`config.mk`:
```
export PLATFORM = sky130hd
export DESIGN_NAME = srl_fifo
export DESIGN_NICKNAME = d
export VERILOG_FILES = /design/src/rtl/srl_pkg.sv /design/src/rtl/srl32_bit.sv /design/src/rtl/srl_fifo.sv
export SDC_FILE = /design/constraint.sdc
export NUM_CORES = 1
export LEC_CHECK = 0
export BUFFER_PORTS_ARGS = -buffer_cell sky130_fd_sc_hd__buf_2
export CAP_MARGIN = 5
export CORE_MARGIN = 2
export CORE_UTILIZATION = 55
export DETAILED_ROUTE_END_ITERATION = 8
export GPL_ROUTABILITY_DRIVEN = 0
export GPL_TIMING_DRIVEN = 0
export PLACE_DENSITY = 0.72
export SYNTH_ARGS = -nofsm -noshare
export SYNTH_HDL_FRONTEND = slang
export SYNTH_SLANG_ARGS = --single-unit
```
`constraint.sdc`:
```
create_clock -name CLKIN -period 9.1 [get_ports CLKIN]
set_input_delay 1.82 -clock CLKIN [delete_from_list [all_inputs] [get_ports CLKIN]]
set_output_delay 1.82 -clock CLKIN [all_outputs]
set_load 0.02 [all_outputs]
```
`src/rtl/srl_pkg.sv`:
```
// Shared constants for the SRL-based FIFO.
// Address split: bit 4 picks the stage, bits 3:0 the tap.
package srl_pkg;

    localparam int SRL_STAGE_DEPTH = 16;
    localparam int SRL_DEPTH       = 32;
    localparam int SRL_ADDR_W      = 5;
    localparam int SRL_TAP_W       = 4;
    localparam int SRL_STAGE_SEL   = 4;
    localparam int COUNT_W         = 6;

    localparam logic [COUNT_W-1:0] COUNT_EMPTY = '0;
    localparam logic [COUNT_W-1:0] COUNT_FULL  = COUNT_W'(SRL_DEPTH);

endpackage

```
`src/rtl/srl32_bit.sv`:
```
// One bit plane: two chained 16-deep shift stages,
// tap selected by a 16:1 read per stage and a 2:1 stage mux.
module srl32_bit
    import srl_pkg::*;
(
    input  logic                  CLK,
    input  logic                  CE,
    input  logic                  D,
    input  logic [SRL_ADDR_W-1:0] A,
    output logic                  Q
);

    logic [SRL_STAGE_DEPTH-1:0] stage_lo;
    logic [SRL_STAGE_DEPTH-1:0] stage_hi;
    logic                       q_lo;
    logic                       q_hi;

    // Shift both stages; the lower stage's last tap cascades upward.
    always_ff @(posedge CLK) begin
        if (CE) begin
            stage_lo <= {stage_lo[SRL_STAGE_DEPTH-2:0], D};
            stage_hi <= {stage_hi[SRL_STAGE_DEPTH-2:0],
                         stage_lo[SRL_STAGE_DEPTH-1]};
        end
    end

    // Tap read inside each stage, then stage select on the top address bit.
    always_comb begin
        q_lo = stage_lo[A[SRL_TAP_W-1:0]];
        q_hi = stage_hi[A[SRL_TAP_W-1:0]];
        Q    = A[SRL_STAGE_SEL] ? q_hi : q_lo;
    end

endmodule

```
`src/rtl/srl_fifo.sv`:
```
// Valid/ready FIFO built from addressable shift registers.
// Oldest entry always sits at tap COUNT-1.
module srl_fifo
    import srl_pkg::*;
#(
    parameter int WIDTH = 8,
    parameter int DEPTH = 32
) (
    input  logic               CLKIN,
    input  logic               RESETN,
    input  logic [WIDTH-1:0]   WR_DATA,
    input  logic               WR_VALID,
    output logic               WR_READY,
    output logic [WIDTH-1:0]   RD_DATA,
    output logic               RD_VALID,
    input  logic               RD_READY,
    output logic [COUNT_W-1:0] COUNT
);

    generate
        if (DEPTH != SRL_DEPTH) begin : g_bad_depth
            $error("srl_fifo: DEPTH must be 32");
        end
    endgenerate

    logic [COUNT_W-1:0]    count;
    logic                  push;
    logic                  pop;
    logic [SRL_ADDR_W-1:0] rd_addr;

    // Handshake qualifiers; flags come only from the registered count.
    always_comb begin
        RD_VALID = (count != COUNT_EMPTY);
        WR_READY = (count != COUNT_FULL);
        push     = WR_VALID & WR_READY;
        pop      = RD_VALID & RD_READY;
        rd_addr  = count[SRL_ADDR_W-1:0] - SRL_ADDR_W'(1);
        COUNT    = count;
    end

    // Occupancy: reset wins over any same-cycle push or pop.
    always_ff @(posedge CLKIN) begin
        if (!RESETN) begin
            count <= COUNT_EMPTY;
        end else begin
            unique case ({push, pop})
                2'b10:   count <= count + COUNT_W'(1);
                2'b01:   count <= count - COUNT_W'(1);
                default: count <= count;
            endcase
        end
    end

    // One shift chain per data bit, all shifting on push.
    genvar gi;
    generate
        for (gi = 0; gi < WIDTH; gi++) begin : g_plane
            srl32_bit u_plane (
                .CLK (CLKIN),
                .CE  (push),
                .D   (WR_DATA[gi]),
                .A   (rd_addr),
                .Q   (RD_DATA[gi])
            );
        end
    endgenerate

endmodule

```
Word level (Yosys, flattened, before mapping):

Cells that the tools add are included.

* bits in registers: 262
* output and inout bits: 16
* logic and storage cells: 69

* add/subtract/negate cells: 3
* $lt $le $gt $ge: 1
* equal/unequal tests: 3
* multiplexer cells: 41
* bitwise logic cells: 2
* reductions and logical operators: 2

Operator list (number)
* 1-bit binary-select mux with 4-bit select: 16
* 1-bit two-way mux: 24
* 6-bit one-hot mux with 2 select lines: 1
* 6-bit by 1-bit adder with 6-bit output (second input constant): 1
* 6-bit inequality test (second input constant): 1
* 6-bit nonzero test: 1
* 6-bit by 1-bit subtractor with 6-bit output (second input constant): 1
* 4-bit by 5-bit < comparator with 1-bit output (second input constant): 1
* 5-bit by 1-bit subtractor with 5-bit output (second input constant): 1
* 1-bit bitwise AND: 2
* 2-bit by 1-bit == test with 1-bit output (second input constant): 1
* 2-bit == test (second input constant): 1
* 2-bit nonzero test: 1

Depth between registers and ports, before layout:

* word-level depth: 4
* mapped depth: 16
* gate-level depth less buffers: 13

Modules after synthesis:

Synthesis repeated with hierarchy kept, for this count alone.

* cells, all modules: 648
* area total of the unflattened synthesis: 10810.4 sq um

By module, submodules not included
* srl32_bit: times used 8, cells each 73, area each 1286.2 sq um, sequential area each 960.9 sq um
* srl_fifo: times used 1, cells each 64, area each 520.5 sq um, sequential area each 120.1 sq um

Worst setup path before layout:

OpenSTA, ideal clock, no wires.

* path kind: input to register
* from: input port WR_VALID
* to: register g_plane[0].u_plane.stage_hi[0] (enable)
* setup time: 607 ps
* arrival time: 6836 ps
* required time: 8493 ps
* setup slack: 1656 ps
* stages: 2
* cell sequence: nand2_1 inv_1

* cells in the longest elaborated chain, start to end: 1

Ends and longest elaborated chain
* start: declaration: RTL line srl_fifo.sv:12 `input logic WR_VALID,`
* 1-bit bitwise AND: RTL line srl_fifo.sv:35 `push = WR_VALID & WR_READY;`
* net g_plane[0].u_plane.CE: RTL line srl32_bit.sv:7 `input logic CE,`
* end signal: assignment: RTL line srl32_bit.sv:22 `stage_hi <= {stage_hi[SRL_STAGE_DEPTH-2:0],`
* end: declaration: RTL line srl32_bit.sv:14 `logic [SRL_STAGE_DEPTH-1:0] stage_hi;`

The timed path passes the listed nets, and every way through them passes these cells.
A chain may end at the register's enable or synchronous reset.

Final worst setup path:

* from: register count[0], in the netlist COUNT[0]
* to: output port RD_DATA[2]

* cells in the longest elaborated chain, start to end: 4

Ends and longest elaborated chain
* start: declaration: RTL line srl_fifo.sv:26 `logic [COUNT_W-1:0] count;`
* start signal: assignment: RTL line srl_fifo.sv:47 `2'b10: count <= count + COUNT_W'(1);`
* start signal: assignment: RTL line srl_fifo.sv:48 `2'b01: count <= count - COUNT_W'(1);`
* start signal: assignment: RTL line srl_fifo.sv:49 `default: count <= count;`
* 5-bit by 1-bit subtractor with 5-bit output (*): RTL line srl_fifo.sv:37 `rd_addr = count[SRL_ADDR_W-1:0] - SRL_ADDR_W'(1);`
* net g_plane[0].u_plane.A[0]: RTL line srl32_bit.sv:9 `input logic [SRL_ADDR_W-1:0] A,`
* 1-bit binary-select mux with 4-bit select, on equally long branches: RTL line srl32_bit.sv:29, srl32_bit.sv:30
* 1-bit two-way mux, on equally long branches: RTL line srl32_bit.sv:29, srl32_bit.sv:30
* 1-bit two-way mux (*): RTL line srl32_bit.sv:31 `Q = A[SRL_STAGE_SEL] ? q_hi : q_lo;`
* end: declaration: RTL line srl_fifo.sv:14 `output logic [WIDTH-1:0] RD_DATA,`

Mark *: on every way through the listed nets, which the timed path passes. The rest lies on a longest branch. The select of a mux whose other input is x is not followed.

==> run_results.csv <==
group,metric,value,unit
critical_path,cp.arrival,3.97,ns
cells_and_area,final_nets,576,
sta,period_needed,5.79,ns
critical_path,critical_path_class,"reg2out",
cts,clock_sinks,262,
sta,fin_crit_sh,63.7,%
cts,clockBufferDepth,3,
cts,cts.clk_slew.worst_paths,0.06,ns
global_routing,grt_start_max_net_pins,153,
routing,drc,0,
min_path,holdCritStartpoint,"g_plane[1].u_plane.stage_hi[14]",
synth,yosys-top-cells-count,"256 x edfxtp_1, 64 x mux4_2, 41 x nand2_1",
cells_and_area,area_growth,12.8,%
sta,setup_slack,3.31,ns
place,io_buffers,27,
cells_and_area,drive_gt1_share,28.7,%
min_path,whs_path_depth,0,
critical_path,critPathTopFamily,"buffers and inverters",
global_routing,grt_pass1_wl,28900,µm
routing,vias_per_cell,6.05,
cts,cts_resized,0,
critical_path,max_stage_delay,0.58,ns
run,maxCapViolations,0,
critical_path,path_buf_inv,8,
synth,synth_most_common_cell,"edfxtp_1",
sta,tns,0,ns
synth,async_flop_share,0,%
routing,vias,4891,
synth,yosysWarnings,0,
critical_path,cp_cell_sequence,"buf_6 -> buf_6 -> buf_4 -> inv_1 -> ha_1 -> buf_4 -> clkbuf_1 -> mux4_2 -> a211oi_1 -> a311oi_1 -> buf_4 -> buf_2",
critical_path,end_kind,"primary output",
floorplan,fp.coreArea,18600,µm²
synth,netlist_instances,499,
routing,drtIter0Drc,555,
sta,setup_viol,0,
synth,synth_area,10400,µm²
place,postPlaceCellArea,10900,µm²
synth,syn_nets,518,
sta,relSlewSlack,44.8,%
floorplan,num_rows,50,
floorplan,die-area,20100,µm²
routing,wl,18400,µm
global_routing,antenna_found_initial,0,
sta,fmax,0.173,GHz
min_path,hp-class,"reg2reg",
critical_path,critPathMaxFanout,10,
routing,wire_per_inst,22.8,µm
critical_path,rr_worst_depth,15,
cells_and_area,diodes,0,
floorplan,die_h,142,µm
global_routing,grtUsageTotal,18.9,%
synth,synth_top_cell_by_area,"edfxtp_1",
cts,cts.htree.levels,1,
sta,clock_skew,0.0149,ns
sta,finalMaxSlewViolations,0,
floorplan,pin_count,28,
synth,synth-edff-count,256,
floorplan,fp.dieW,142,µm
status,status,"finished clean",
routing,ant_nets,0,
cts,post_cts_buffers,0,
floorplan,initial_core_util,56.0,%
critical_path,regToRegSetupSlack,5.18,ns
cells_and_area,final_core_util,63.2,%
critical_path,cpMaxStageDelayCell,"clkbuf_1",
cts,insertion_delay,0.55,ns
routing,drtPass1Iterations,5,
critical_path,worstSetupStartpointType,"register",
critical_path,timing.rr.end,"COUNT[5]",
synth,synth_top_flop_cell,"edfxtp_1",
critical_path,r2r_start,"COUNT[0]",
min_path,min_to,"g_plane[1].u_plane.stage_hi[15]",
global_routing,grt_pass1_vias,5084,
cts,cts_tree,"done",
critical_path,required,7.28,ns
sta,finalHoldViolCount,0,
synth,synth_cell_types,40,
critical_path,crit_start,"COUNT[0]",
place,dpl.hpwl,11400,µm
synth,ys_seq_elements,262,
sta,tightest_slew,0.828,ns
critical_path,crit_top_cell,"buf_4",
synth,ys_seq_area_share,74.7,%
synth,ys_top_cells_by_area,"edfxtp_1 74%, mux4_2 14%, nand2_1 1.5%",
sta,rsz0062_at_grt,"false",
place,post-place-ws,3.79,ns
cts,cts_buffers,28,
global_routing,gr-total-overflow,0,
synth,postSynthAreaPerCell,20.9,µm²
cells_and_area,final_area,11800,µm²
cts,cts-root-buf,"clkbuf_16",
cts,postCtsHoldBufs,0,
synth,netlist.area_leader.share,73.6,%
per-stage QoR:
stage | cells | hold slack, ns
3_5_place_dp | 761 | 0.430
6_report | 808 | 0.443
4_1_cts | 808 | 0.441
3_3_place_gp | 760 | 0.425
5_1_grt | 808 | 0.448
2_1_floorplan | 499 | 0.421
per-layer routing:
metal / part of all wire [%] / global-route usage [%]
met1: 44 / 27.6
met2: 49 / 29.9
met3: 3.9 / 2.87
met4: 2.5 / 6.16
met5: 0 / 0
placed cells by master (no fill, tap or decap), types with 6 or more instances in the layout:
master	n
buf_2	35
clkbuf_16	28
buf_4	14
a32o_1	8
a211oi_1	8
clkinv_1	8
dfxtp_1	6
and2_1	15
nand2_1	41
a311oi_1	8
mux2i_1	9
edfxtp_1	256
ha_1	6
buf_6	6
mux4_2	64
how the worst max path moves through the flow:
stage | endpoint | slack, ns | cells after the start
after global routing | RD_DATA[2] | 3.07 | 12
after detailed placement | RD_DATA[2] | 3.79 | 12
final | RD_DATA[2] | 3.31 | 12
after CTS | RD_DATA[2] | 3.21 | 12
after floorplan | g_plane[0].u_plane.stage_hi[0] | 1.66 | 2
after global placement | g_plane[3].u_plane.stage_lo[0] | 0.18 | 3
cells by family (layout without fill, tap and decap cells):
family,after synthesis,in the layout,synth area share (%)
flip-flops,262,262,74.7
multiplexers,73,73,14.7
AND/OR/NAND/NOR,72,72,3.41
AO/OA/AOI/OAI,39,39,3.09
buffers and inverters,37,112,2.36
XOR/XNOR,9,9,0.827
adder cells (fa/ha/maj),7,7,0.910
sequential cells by signal (all words and copies together), names as in the netlist:
name,count
COUNT,6
g_plane.u_plane.stage_hi,128
g_plane.u_plane.stage_lo,128
final cells by class:
type	count	area, µm²
Sequential cell	262	7810
Fill cell	1271	6860
Multi-Input combinational cell	200	2390
Clock buffer	29	704
Tap cell	234	293
Buffer	32	228
Clock inverter	18	170
Timing Repair Buffer	28	163
Inverter	5	26.3
Power is left out: the tool's default activity adds up to more than one toggle a clock period on the data nets, which glitch-free logic cannot reach.
